### src/rtl/ctrl_pipe.sv
// ctrl_pipe: control side of an in-order RV32 pipeline. It decodes the ID-slot
// instruction into control flags, then carries the fields and flags through
// DEPTH registered stages (stage 0 = EX ... DEPTH-1 = WB). It also inserts
// load-use bubbles, handles branch-redirect flushes of the ID slot, and runs a
// small mul/div handshake FSM that freezes the pipe while the unit is busy.
//
// Ports:
//   clk, rst_n                         clock, async active-low reset
//   id_valid, id_opcode/funct3/funct7  ID-slot instruction
//   id_rd, id_rs1, id_rs2              ID-slot register addresses
//   stall_ext                          memory-side stall, freezes all stages
//   flush                              drop the ID-slot instruction
//   md_done                            mul/div result ready (pulse)
//   id_ready                           ID instruction consumed this cycle (comb)
//   md_start                           launch pulse for the md op in stage 0
//   stg_*                              per-stage valid, fields and decoded flags
module ctrl_pipe #(
  parameter int unsigned DEPTH          = 3,
  parameter bit          ENABLE_M       = 1'b1,
  parameter bit          LOAD_USE_STALL = 1'b1
) (
  input  logic                   clk,
  input  logic                   rst_n,
  input  logic                   id_valid,
  input  logic [6:0]             id_opcode,
  input  logic [2:0]             id_funct3,
  input  logic [6:0]             id_funct7,
  input  logic [4:0]             id_rd,
  input  logic [4:0]             id_rs1,
  input  logic [4:0]             id_rs2,
  input  logic                   stall_ext,
  input  logic                   flush,
  input  logic                   md_done,
  output logic                   id_ready,
  output logic                   md_start,
  output logic [DEPTH-1:0]       stg_valid,
  output logic [DEPTH-1:0][6:0]  stg_opcode,
  output logic [DEPTH-1:0][2:0]  stg_funct3,
  output logic [DEPTH-1:0][6:0]  stg_funct7,
  output logic [DEPTH-1:0][4:0]  stg_rd,
  output logic [DEPTH-1:0]       stg_load_regfile,
  output logic [DEPTH-1:0]       stg_is_load,
  output logic [DEPTH-1:0]       stg_is_md,
  output logic [DEPTH-1:0]       stg_illegal
);

  localparam int unsigned OPC_W = 7;
  localparam int unsigned F3_W  = 3;
  localparam int unsigned F7_W  = 7;
  localparam int unsigned REG_W = 5;

  localparam logic [OPC_W-1:0] OP_LUI    = 7'b0110111;
  localparam logic [OPC_W-1:0] OP_AUIPC  = 7'b0010111;
  localparam logic [OPC_W-1:0] OP_JAL    = 7'b1101111;
  localparam logic [OPC_W-1:0] OP_JALR   = 7'b1100111;
  localparam logic [OPC_W-1:0] OP_BRANCH = 7'b1100011;
  localparam logic [OPC_W-1:0] OP_LOAD   = 7'b0000011;
  localparam logic [OPC_W-1:0] OP_STORE  = 7'b0100011;
  localparam logic [OPC_W-1:0] OP_IMM    = 7'b0010011;
  localparam logic [OPC_W-1:0] OP_REG    = 7'b0110011;
  localparam logic [OPC_W-1:0] OP_FENCE  = 7'b0001111;
  localparam logic [OPC_W-1:0] OP_SYSTEM = 7'b1110011;

  localparam logic [F7_W-1:0] F7_BASE = 7'b0000000;
  localparam logic [F7_W-1:0] F7_ALT  = 7'b0100000;
  localparam logic [F7_W-1:0] F7_MD   = 7'b0000001;

  typedef struct packed {
    logic             valid;
    logic [OPC_W-1:0] opcode;
    logic [F3_W-1:0]  funct3;
    logic [F7_W-1:0]  funct7;
    logic [REG_W-1:0] rd;
    logic             load_regfile;
    logic             is_load;
    logic             is_md;
    logic             illegal;
  } stage_t;

  typedef enum logic [1:0] {MD_IDLE, MD_BUSY, MD_DONE} md_state_t;

  stage_t    stg_q [DEPTH];
  stage_t    id_entry;
  md_state_t md_state_q;
  logic      op_known;
  logic      op_writes;
  logic      op_reg;
  logic      dec_md;
  logic      dec_illegal;
  logic      md_hold;
  logic      hold;
  logic      load_use;

  // Opcode classification: known opcodes, and those that write rd.
  always_comb begin
    op_known  = 1'b0;
    op_writes = 1'b0;
    case (id_opcode)
      OP_LUI, OP_AUIPC, OP_LOAD, OP_IMM, OP_REG, OP_JAL, OP_JALR: begin
        op_known  = 1'b1;
        op_writes = 1'b1;
      end
      OP_STORE, OP_BRANCH, OP_FENCE, OP_SYSTEM: op_known = 1'b1;
      default: ;
    endcase
  end

  assign op_reg      = (id_opcode == OP_REG);
  assign dec_md      = ENABLE_M && op_reg && (id_funct7 == F7_MD);
  assign dec_illegal = !op_known ||
                       (op_reg && !((id_funct7 == F7_BASE) || (id_funct7 == F7_ALT) || dec_md));

  // Stage-0 candidate built from the ID slot.
  always_comb begin
    id_entry              = '0;
    id_entry.valid        = id_valid;
    id_entry.opcode       = id_opcode;
    id_entry.funct3       = id_funct3;
    id_entry.funct7       = id_funct7;
    id_entry.rd           = id_rd;
    id_entry.load_regfile = op_writes && (id_rd != 5'd0) && !dec_illegal;
    id_entry.is_load      = (id_opcode == OP_LOAD);
    id_entry.is_md        = dec_md;
    id_entry.illegal      = dec_illegal;
  end

  assign md_start = (md_state_q == MD_IDLE) && stg_q[0].valid && stg_q[0].is_md;

  // Mul/div freeze; in DONE the only remaining hold source is stall_ext itself.
  always_comb begin
    md_hold = 1'b0;
    case (md_state_q)
      MD_IDLE: md_hold = md_start;
      MD_BUSY: md_hold = !md_done;
      MD_DONE: md_hold = 1'b0;
      default: md_hold = 1'b0;
    endcase
  end

  assign hold     = stall_ext || md_hold;
  assign load_use = LOAD_USE_STALL && id_valid && stg_q[0].valid && stg_q[0].is_load &&
                    (stg_q[0].rd != 5'd0) &&
                    ((stg_q[0].rd == id_rs1) || (stg_q[0].rd == id_rs2));
  assign id_ready = flush || (!hold && !load_use);

  // Stage registers: shift on advance; stage 0 takes a bubble on flush/load-use.
  always_ff @(posedge clk or negedge rst_n) begin
    if (!rst_n) begin
      for (int k = 0; k < int'(DEPTH); k++) stg_q[k] <= '0;
    end else if (!hold) begin
      for (int k = 1; k < int'(DEPTH); k++) stg_q[k] <= stg_q[k-1];
      stg_q[0] <= (flush || load_use || !id_valid) ? '0 : id_entry;
    end
  end

  // Mul/div handshake: launch, wait for done, absorb done under stall_ext.
  always_ff @(posedge clk or negedge rst_n) begin
    if (!rst_n) begin
      md_state_q <= MD_IDLE;
    end else begin
      case (md_state_q)
        MD_IDLE: if (md_start) md_state_q <= MD_BUSY;
        MD_BUSY: if (md_done) md_state_q <= stall_ext ? MD_DONE : MD_IDLE;
        MD_DONE: if (!stall_ext) md_state_q <= MD_IDLE;
        default: md_state_q <= MD_IDLE;
      endcase
    end
  end

  // Flatten stage registers onto the per-stage output buses.
  always_comb begin
    for (int k = 0; k < int'(DEPTH); k++) begin
      stg_valid[k]        = stg_q[k].valid;
      stg_opcode[k]       = stg_q[k].opcode;
      stg_funct3[k]       = stg_q[k].funct3;
      stg_funct7[k]       = stg_q[k].funct7;
      stg_rd[k]           = stg_q[k].rd;
      stg_load_regfile[k] = stg_q[k].load_regfile;
      stg_is_load[k]      = stg_q[k].is_load;
      stg_is_md[k]        = stg_q[k].is_md;
      stg_illegal[k]      = stg_q[k].illegal;
    end
  end

endmodule

### config.mk
export PLATFORM = sky130hd
export DESIGN_NAME = ctrl_pipe
export DESIGN_NICKNAME = d
export VERILOG_FILES = /design/src/rtl/ctrl_pipe.sv
export SDC_FILE = /design/constraint.sdc
export NUM_CORES = 1
export LEC_CHECK = 0
export CAP_MARGIN = 30
export CORE_ASPECT_RATIO = 1.75
export CORE_MARGIN = 4
export CORE_UTILIZATION = 45
export DETAILED_ROUTE_END_ITERATION = 10
export PLACE_DENSITY = 0.79
export RECOVER_POWER = 50
export REMOVE_ABC_BUFFERS = 1
export SYNTH_ARGS = -nofsm -noshare
export SYNTH_HDL_FRONTEND = slang
export SYNTH_SLANG_ARGS = --single-unit
export TNS_END_PERCENT = 20
### constraint.sdc
create_clock -name clk -period 2.3 [get_ports clk]
set_input_delay 0.46 -clock clk [delete_from_list [all_inputs] [get_ports clk]]
set_output_delay 0.46 -clock clk [all_outputs]
set_load 0.05 [all_outputs]
==> results.sh <==
export IMPL_vias=3148
export IMPL_final_common_cell="nand2_1"
export IMPL_grt_pass1_vias=3216
export IMPL_routed_top_layer="met4"
export IMPL_cts_clk_slew_worst_paths_ns=0.06
export IMPL_clock_skew_ns=0.005744
export IMPL_clk_latency_ns=0.33
export IMPL_vdd_ir_drop_max_v=0.0005479
export IMPL_rows=42
export IMPL_end_kind="output port"
export IMPL_cts_sinks=83
export IMPL_crit_path_start_kind="register"
export IMPL_ios=121
export IMPL_wl_per_cell_um=16.31
export IMPL_rsz0062_at_grt="yes"
export IMPL_crit_slowest_cell="dfrtp_2"
export IMPL_ant_nets=0
export IMPL_fp_dieArea_sq_mm=0.009450
export IMPL_critical_path_cell_chain="xnor2_1 > nand3_1 > o22ai_2 > a31oi_4 > or2_4 > buf_8"
export IMPL_postSynthCellCount=395
export IMPL_drt_pass1_iter_count=4
export IMPL_syn_mean_instance_area_sq_um=9.009
export IMPL_cpPeakStageDelay_ns=0.46
export IMPL_worstSetupPathType="reg -> out"
export IMPL_hold_viol_final=0
export IMPL_cts_tree="done"
export IMPL_max_freq_mhz=425.9
export IMPL_clockBufferDepth=2
export IMPL_cts_max_level=3
export IMPL_grt_use_total=0.2193
export IMPL_violations="setup timing"
export IMPL_total_power_uw=3949
export IMPL_fin_tns_setup_ns=-0.04801
export IMPL_wl_met3_um=342
export IMPL_drc=0
export IMPL_final_layout_size_suffix_gt1_frac=0.1067
export IMPL_synth_distinct_cells=34
export IMPL_maxCapViolations=0
export IMPL_dpl_hpwl_mm=6.921
export IMPL_maxSlewHeadroom=0.3047
export IMPL_fp_coreArea_sq_mm=0.007620
export IMPL_viasPerCell=5.135
export IMPL_design_area_sq_mm=0.005226
export IMPL_final_core_util=0.6859
export IMPL_drt_met1_wl_mm=3.733
export IMPL_holdBufCountCts=0
export IMPL_setup_viol=1
export IMPL_setup_slack_ns=-0.04801
export IMPL_dieWidth_um=75.22
export IMPL_synth_area_leaders="dfrtp_1 58%, nand2_1 22%, o21ai_2 4.9%"
export IMPL_dpl_worst_slack_ns=-0.1146
export IMPL_root_buffer="clkbuf_16"
export IMPL_numPortBuffers=120
export IMPL_hold_class="in -> async"
export IMPL_start_util=0.4670
export IMPL_tightestPinTransition_ns=1.043
export IMPL_grt_max_degree=54
export IMPL_leakagePower_uw=0.002542
export IMPL_num_fill_cells=598
export IMPL_postPlaceCellArea_sq_mm=0.004911
export IMPL_cp_max_fo=6
export IMPL_slew_violations=0
export IMPL_cellPowerDensity_mw_per_mm2=755.5
export IMPL_wl_mm=10.00
export IMPL_status="complete, but fails checks"
export IMPL_fin_crit_ns=2.348
export IMPL_cts_buffers=9
export IMPL_synth_yosys_seq_area_share=0.5837
export IMPL_final_cell_mix="212 x nand2_1, 107 x clkdlybuf4s50_1, 79 x dfrtp_1, 14 x o21ai_0, 12 x o21ai_2"
export IMPL_nets=558
export IMPL_synth_area_sq_mm=0.003558
export IMPL_yosysTopAreaCellShare=0.5837
export IMPL_overflow=0
export IMPL_ys_ff_latch=83
export IMPL_drtIter0Drc=146
export IMPL_yosysTopAreaCell="dfrtp_1"
export IMPL_area_growth_pct=46.87
export IMPL_antenna_found_initial=0
export IMPL_die_h_um=125.6
export IMPL_fin_crit_sh=1.021
export IMPL_grt_pass1_wl_mm=15.95
export IMPL_globalplace_congestion=0.7913
export IMPL_required_ns=1.84
export IMPL_cp_arrival_ns=1.89
export IMPL_yosysWarnings=0
export IMPL_antenna_cells=0
export IMPL_wl_met2_mm=5.510
where the power goes:
| part | total, uW | switching [uW] | internal, uW |
|---|---|---|---|
| registers | 1630 | 76.7 | 1560 |
| clock network | 1430 | 534 | 898 |
| logic | 883 | 583 | 300 |
| total | 3950 | 1190 | 2750 |
registers in the layout, indices dropped and copies added (netlist names):
name and cells:
stg_valid 3, stg_illegal 3, stg_opcode 21, stg_funct3 9, stg_is_load 3, stg_funct7 21
stg_load_regfile 3, md_state_q 2, stg_is_md 3, stg_rd 15
worst max-delay path: cells and delay by family, from the launching register on:
| kind | cells | cell delay, ns |
|---|---|---|
| flip-flops | 1 | 0.46 |
| buffers and inverters | 1 | 0.15 |
| AO/OA/AOI/OAI | 2 | 0.34 |
| AND/OR/NAND/NOR | 2 | 0.40 |
| XOR/XNOR | 1 | 0.21 |
through the flow:
stage / hold WS, ns / std cells
2_1_floorplan: 0.1644 / 376
3_3_place_gp: 0.4464 / 596
3_5_place_dp: 0.4585 / 596
4_1_cts: 0.1033 / 612
5_1_grt: 0.3363 / 613
6_report: 0.2573 / 613
final timing paths:
| path | to | cells after the start | slack, ns | from |
|---|---|---|---|---|
| worst max-delay path | id_ready | 6 | -0.05 | stg_rd[0] |
| worst min-delay path | stg_funct7[16] | 1 | 0.26 | rst_n |
| worst max register to register | stg_valid[1] | 6 | 0.30 | md_state_q[0] |
| worst min register to register | stg_funct7[19] | 2 | 0.47 | stg_funct7[19] |
| max in group asynchronous | stg_rd[3] | 2 | 0.40 | rst_n |
| min in group clk | stg_funct7[19] | 2 | 0.47 | stg_funct7[19] |
kinds of logic after synthesis:
| group | Yosys count | share of synthesized area |
|---|---|---|
| simple gates | 237 | 0.2627 |
| compound gates | 43 | 0.09705 |
| mux | 1 | 0.002813 |
| flops | 83 | 0.5837 |
| buf+inv | 21 | 0.02918 |
| xor+xnor | 10 | 0.02461 |
synthesized netlist by cell type:
library cell	number
nor4_1	1
o21bai_1	2
a21boi_0	1
or4_1	1
a311o_4	1
o2111ai_1	1
inv_1	2
nand4_1	2
buf_2	8
and3_1	2
nor3_1	5
nand2_1	212
a31oi_1	1
and2_1	1
o22ai_1	2
o21ai_2	20
nor2_1	5
xnor2_1	10
o21ai_0	6
nand3b_1	2
clkbuf_1	9
nor2_2	1
a21oi_1	1
mux2i_1	1
dfrtp_1	83
buf_6	2
a21oi_2	1
o31ai_1	3
or2_2	2
nand2b_1	1
nand3_1	2
a22o_1	1
a21o_1	1
o22a_1	2
cell type report:
type / count / area, sq um / share of cell area
clock buffer: 12 / 256.5 / 0.04908
clock inverter: 4 / 48.80 / 0.009337
inverter: 2 / 7.507 / 0.001436
multi-input combinational: 291 / 1409 / 0.2696
sequential: 83 / 2082 / 0.3984
tap: 88 / 110.1 / 0.02107
timing repair buffer: 133 / 1313 / 0.2511
layer usage:
metal | up-vias | GRT usage
met5 | - | 0
met4 | 0 | 0.1020
met3 | 25 | 0.02313
met2 | 96 | 0.3936
met1 | 1513 | 0.2500
li1 | 1514 | -
repair_timing:
item | in CTS | in global routing
setup endpoints to repair | 1 | 1
pin swaps | 8 | 13
resized for setup | 11 | 13
buffers inserted | 0 | 1
Note: power is estimated with default switching activity, not from simulation.
